[src/rtl/sipo_rx.sv]
// sipo_rx: MSB-first serial-to-parallel receiver with one-word output hold, realign and sticky overrun.
module sipo_rx #(
  parameter int SIZE = 8
) (
  input  logic            clk_in,
  input  logic            reset_in,
  input  logic            serial_in,
  input  logic            bit_valid_in,
  input  logic            sync_in,
  input  logic            ready_in,
  output logic [SIZE-1:0] data_out,
  output logic            valid_out,
  output logic            busy_out,
  output logic            overrun_out
);
  localparam int CW = (SIZE > 2) ? $clog2(SIZE) : 1;
  logic [SIZE-1:0] shift_q, shift_d, data_q, data_d, word;
  logic [CW-1:0]   cnt_q, cnt_d;
  logic            valid_q, valid_d, ovr_q, ovr_d, complete, accept;
  always_comb begin
    word     = {shift_q[SIZE-2:0], serial_in};
    complete = bit_valid_in && !sync_in && (cnt_q == CW'(SIZE - 1));
    accept   = complete && (!valid_q || ready_in);
    shift_d  = sync_in ? (bit_valid_in ? SIZE'(serial_in) : '0) : (bit_valid_in ? word : shift_q);
    cnt_d    = sync_in ? CW'(bit_valid_in) :
               bit_valid_in ? (complete ? '0 : cnt_q + 1'b1) : cnt_q;
    data_d   = accept ? word : data_q;
    valid_d  = accept ? 1'b1 : (valid_q && ready_in) ? 1'b0 : valid_q;
    ovr_d    = ovr_q || (complete && valid_q && !ready_in);
  end
  always_ff @(posedge clk_in) begin
    if (reset_in) begin
      shift_q <= '0;
      cnt_q   <= '0;
      data_q  <= '0;
      valid_q <= 1'b0;
      ovr_q   <= 1'b0;
    end else begin
      shift_q <= shift_d;
      cnt_q   <= cnt_d;
      data_q  <= data_d;
      valid_q <= valid_d;
      ovr_q   <= ovr_d;
    end
  end
  assign data_out    = data_q;
  assign valid_out   = valid_q;
  assign busy_out    = cnt_q != '0;
  assign overrun_out = ovr_q;
endmodule
[config.mk]
export PLATFORM = sky130hd
export DESIGN_NAME = sipo_rx
export DESIGN_NICKNAME = d
export VERILOG_FILES = /design/src/rtl/sipo_rx.sv
export SDC_FILE = /design/constraint.sdc
export NUM_CORES = 1
export LEC_CHECK = 0
export CORE_UTILIZATION = 43
export DETAILED_ROUTE_END_ITERATION = 10
export HOLD_SLACK_MARGIN = 0.03
export PLACE_DENSITY = 0.76
export SKIP_LAST_GASP = 1
export SLEW_MARGIN = 20
export SYNTH_ARGS = -nofsm -noshare
export SYNTH_HDL_FRONTEND = slang
export SYNTH_SLANG_ARGS = --single-unit
[constraint.sdc]
create_clock -name clk_in -period 2.4 [get_ports clk_in]
set_input_delay 0.48 -clock clk_in [delete_from_list [all_inputs] [get_ports clk_in]]
set_output_delay 0.48 -clock clk_in [all_outputs]
set_load 0.03 [all_outputs]
==> flow_metrics.env, run 1 <==
export IMPL_yosysUniqueCellTypes=17
export IMPL_grt_pass1_vias=517
export IMPL_wl_mm=1.40
export IMPL_slew_headroom=0.646
export IMPL_avgSynthCellArea_um2=9.98
export IMPL_firstDrtPassIters=4
export IMPL_critPathKind="register to output pin"
export IMPL_ys_seq_elements=20
export IMPL_core_area_um2=1800
export IMPL_grt_ovfl_total=0
export IMPL_drive_gt1_frac=0.0680
export IMPL_powerDensity_nw_per_um2=598
export IMPL_track_usage=0.144
export IMPL_grt_max_degree=19
export IMPL_vdd_drop_max_mv=0.417
export IMPL_area_growth_pct=27.0
export IMPL_hold_violations=0
export IMPL_drc=0
export IMPL_antenna_found_initial=0
export IMPL_clk_latency_ps=300
export IMPL_via_count=588
export IMPL_clock_fmax_mhz=471
export IMPL_seq_area_frac_synth=0.466
export IMPL_finalSetupViolCount=0
export IMPL_ctsHoldBuffers=0
export IMPL_cp_arrival_ps=1640
export IMPL_mostFrequentLayoutCells="dfxtp_1 (20), nand2b_1 (19), clkdlybuf4s50_1 (16)"
export IMPL_port_buffers=16
export IMPL_min_path_type="register to register"
export IMPL_synthCells=86
export IMPL_crit_path_end_kind="output pin"
export IMPL_max_cap_viol_count=0
export IMPL_std_cell_rows=15
export IMPL_clock_sinks=20
export IMPL_cts_tree="yes"
export IMPL_final_core_util=0.605
export IMPL_post_route_period_util=0.885
export IMPL_worstMarginPinSlew_ps=529
export IMPL_final_max_slew_viol_count=0
export IMPL_worstSetupStartpointType="register"
export IMPL_clkTransAtPathRegs_ps=120
export IMPL_period_needed_ps=2120
export IMPL_dieArea_um2=2180
export IMPL_worstPathRequired_ps=1920
export IMPL_final_seq_area_um2=400
export IMPL_p_leak_nw=0.405
export IMPL_postRouteAntennaNets=0
export IMPL_die_h_um=46.7
export IMPL_path_cells="inv_1 -> ha_1 -> nand2b_1 -> clkdlybuf4s50_1"
export IMPL_drtIter0Drc=5
export IMPL_place_gp_congestion=0.777
export IMPL_multi_input_area_um2=423
export IMPL_n_antenna_cell=0
export IMPL_cpPeakStageDelay_ps=660
export IMPL_routedWlPerCell_um=11.0
export IMPL_die_w_um=46.7
export IMPL_hpwlAfterDp_mm=1.01
export IMPL_viasPerCell=4.59
export IMPL_finalNetCount=113
export IMPL_final_common_cell="dfxtp_1"
export IMPL_syn_area_um2=858
export IMPL_fin_skew_ps=2.28
export IMPL_num_io_pins=17
export IMPL_cts_max_level=1
export IMPL_status="complete, no violations"
export IMPL_path_max_fanout=3
export IMPL_rsz0062_at_grt="false"
export IMPL_cts_resized=0
export IMPL_tns_ps=0
export IMPL_ys_warn_count=0
export IMPL_fill_cells=173
export IMPL_cts_root_buf="clkbuf_4"
export IMPL_syn_nets=95
export IMPL_clock_path_buffers=2
export IMPL_grt_pass1_wl_mm=2.21
export IMPL_start_util=0.476
export IMPL_cp_slowest_cell="clkdlybuf4s50_1"
export IMPL_cts_buffers=3
export IMPL_postCtsSetupBuffers=0
==> where the power goes <==
group,switching (mW),leakage (nW),internal [mW]
clock network,0.104,0.0279,0.169
registers,0.00202,0.162,0.335
logic,0.0193,0.215,0.0230
total,0.125,0.405,0.526
==> through the flow <==
step	power, mW	cell area (um2)	setup slack (ps)	std cells	hold WS, ps
global placement	0.386	1040	482	124	459
detailed placement	0.387	1040	394	124	459
CTS	0.659	1090	263	128	484
global route	0.672	1090	230	128	503
floorplan	0.369	858	1130	86	451
finish	0.651	1090	277	128	481
==> routing by layer <==
metal,vias up,share of wire,global-route usage
met3,2,0.019,0.0235
met5,-,0,0
li1,318,-,-
met2,4,0.49,0.206
met4,0,0.0085,0.0857
met1,264,0.48,0.200
==> worst max-delay path: cells and delay by family, from the launching register on <==
| kind | cells | cell delay (ps) |
|---|---|---|
| fa+ha+maj | 1 | 190 |
| buf+inv | 2 | 720 |
| simple gates | 1 | 60 |
| flops | 1 | 380 |
==> registers in the layout, indices dropped and copies added, names as in the netlist <==
| register | cells |
|---|---|
| overrun_out | 1 |
| valid_out | 1 |
| shift_q | 7 |
| cnt_q | 3 |
| data_out | 8 |
==> cells in the mapped netlist <==
library cell	n	area, um2
or3_1	1	6.26
nand3b_1	2	15.0
nor2b_2	1	8.76
nor2_1	10	37.5
ha_1	3	37.5
mux2i_1	15	150
nor3b_1	1	7.51
dfxtp_1	20	400
or2_1	1	6.26
buf_2	1	5.00
inv_1	2	7.51
nand2b_1	19	119
o21ai_0	1	5.00
clkbuf_1	3	11.3
o21ba_1	1	10.0
a21oi_1	4	20.0
buf_6	1	11.3
==> final cells by class <==
cell class	instances	area share
timing repair buffer	18	0.161
clock inverter	1	0.0276
clock buffer	3	0.0207
tap	25	0.0287
inverter	2	0.00689
sequential	20	0.367
multi-input combinational	59	0.388
==> kinds of logic (layout without fill, tap and decap cells) <==
| group | count (synthesis) | count (layout) | synth area share |
|---|---|---|---|
| AO/OA/AOI/OAI | 6 | 6 | 0.0408 |
| adder cells (fa/ha/maj) | 3 | 3 | 0.0437 |
| buffers and inverters | 7 | 24 | 0.0408 |
| flip-flops | 20 | 20 | 0.466 |
| multiplexers | 15 | 15 | 0.175 |
| AND/OR/NAND/NOR | 35 | 35 | 0.233 |
==> worst paths after layout <==
path	cells past startpoint	slack, ps	endpoint	startpoint
setup / recovery	4	280	busy_out	cnt_q[0]
hold / removal	2	480	data_out[4]	data_out[4]
setup reg to reg	5	760	data_out[7]	cnt_q[0]
hold reg to reg	2	480	data_out[4]	data_out[4]
Power figures use the tool's default switching activity.
==> inputs of run 2 (changes only) <==
- CORE_MARGIN: unset -> 5
==> flow_metrics.env, run 2 (same netlist as run 1, synthesis figures left out) <==
export IMPL_status="complete, no violations"
export IMPL_cts_buffers=3
export IMPL_antenna_found_initial=0
export IMPL_port_buffers=16
export IMPL_tns_ps=0
export IMPL_clock_path_buffers=2
export IMPL_viasPerCell=4.57
export IMPL_path_cells="inv_1 -> ha_1 -> nand2b_1 -> clkdlybuf4s50_1"
export IMPL_worstSetupStartpointType="register"
export IMPL_place_area_um2=1040
export IMPL_drtIter0Drc=4
export IMPL_ctsHoldBuffers=0
export IMPL_critPathKind="register to output pin"
export IMPL_n_antenna_cell=0
export IMPL_postRouteAntennaNets=0
export IMPL_powerDensity_nw_per_um2=532
export IMPL_stdcell_area_um2=1080
export IMPL_p_leak_nw=0.398
export IMPL_dieArea_um2=2990
export IMPL_fin_skew_ps=5.35
export IMPL_min_path_type="register to register"
export IMPL_grt_pass1_vias=549
export IMPL_drc=0
export IMPL_cts_tree="yes"
export IMPL_grt_ovfl_total=0
export IMPL_clk_latency_ps=300
export IMPL_final_max_slew_viol_count=0
export IMPL_combinationalPowerShare=0.074
export IMPL_core_area_um2=1920
export IMPL_start_util=0.447
export IMPL_worstPathRequired_ps=1920
export IMPL_multi_input_area_um2=423
export IMPL_final_common_cell="dfxtp_1"
export IMPL_cp_slowest_cell="clkdlybuf4s50_1"
export IMPL_power_share_switching=0.213
export IMPL_finalNetCount=113
export IMPL_pwr_share_seq=0.588
export IMPL_grt_pass1_wl_mm=2.49
export IMPL_hpwlAfterDp_mm=1.06
export IMPL_cp_arrival_ps=1670
export IMPL_rsz0062_at_grt="false"
export IMPL_fill_cells=181
export IMPL_postCtsSetupBuffers=0
export IMPL_cts_root_buf="clkbuf_4"
export IMPL_slew_headroom=0.663
export IMPL_hold_violations=0
export IMPL_drive_gt1_frac=0.0680
export IMPL_num_io_pins=17
export IMPL_internal_power_uw=450
export IMPL_clock_sinks=20
export IMPL_post_route_period_util=0.896
export IMPL_period_needed_ps=2150
export IMPL_final_seq_area_um2=400
export IMPL_wl_mm=1.40
export IMPL_routedWlPerCell_um=10.8
export IMPL_cpPeakStageDelay_ps=660
export IMPL_crit_path_end_kind="output pin"
export IMPL_area_growth_pct=25.4
export IMPL_clkTransAtPathRegs_ps=110
export IMPL_cts_resized=0
export IMPL_mostFrequentLayoutCells="dfxtp_1 (20), nand2b_1 (19), clkdlybuf4s50_1 (16)"
export IMPL_largest_reg_flops=8
export IMPL_std_cell_rows=16
export IMPL_grt_max_degree=22
export IMPL_place_gp_congestion=0.700
export IMPL_cts_max_level=1
export IMPL_vdd_drop_max_mv=0.257
export IMPL_firstDrtPassIters=2
export IMPL_die_h_um=54.7
export IMPL_path_max_fanout=3
export IMPL_track_usage=0.116
export IMPL_die_w_um=54.7
export IMPL_via_count=594
export IMPL_finalSetupViolCount=0
export IMPL_p_sw_uw=122
export IMPL_max_cap_viol_count=0
export IMPL_worstMarginPinSlew_ps=503
export IMPL_clock_fmax_mhz=465
export IMPL_clkPwrFrac=0.338
[run 2: final timing paths]
path	to	start	cells past startpoint	slack (ps)
setup / recovery	busy_out	cnt_q[0]	4	250
hold / removal	data_out[4]	data_out[4]	2	480
setup reg to reg	data_out[6]	cnt_q[0]	5	770
hold reg to reg	data_out[4]	data_out[4]	2	480
[run 2: layout make-up]
| type | count | area share |
|---|---|---|
| Inverter | 2 | 0.00698 |
| Multi-Input combinational cell | 59 | 0.393 |
| Timing Repair Buffer | 18 | 0.163 |
| Tap cell | 27 | 0.0314 |
| Clock buffer | 4 | 0.0337 |
| Sequential cell | 20 | 0.372 |
[run 2: critical path: cells and delay by family, from the launching register on]
kind / cells / cell delay, ps
adders and majority gates: 1 / 190
DFF: 1 / 380
buffers and inverters: 2 / 730
and+or+nand+nor: 1 / 60
[run 2: per-stage QoR]
step	setup WS (ps)	power (mW)	std cells	utilization	hold slack [ps]
6_report	250	0.572	130	0.560	482
5_1_grt	162	0.596	130	0.560	513
4_1_cts	234	0.578	130	0.560	485
3_5_place_dp	441	0.387	126	0.541	463
3_3_place_gp	503	0.386	126	0.541	456
2_1_floorplan	1130	0.369	86	-	451
[run 2: routing by layer]
metal / vias up / global-route usage / wire length (um)
met1: 273 / 0.166 / 690
met5: - / 0 / 0
met2: 7 / 0.157 / 650
met4: 0 / 0.0622 / 16
li1: 312 / - / -
met3: 2 / 0.0245 / 48
[run 2: power groups by stage]
| stage | sequential (mW) | combinational, mW | clock, mW |
|---|---|---|---|
| after floorplan | 0.344 | 0.0256 | 0 |
| after global placement | 0.344 | 0.0417 | 0 |
| after detailed placement | 0.344 | 0.0426 | 0 |
| after CTS | 0.336 | 0.0428 | 0.199 |
| after global routing | 0.337 | 0.0469 | 0.212 |
| final | 0.336 | 0.0423 | 0.193 |
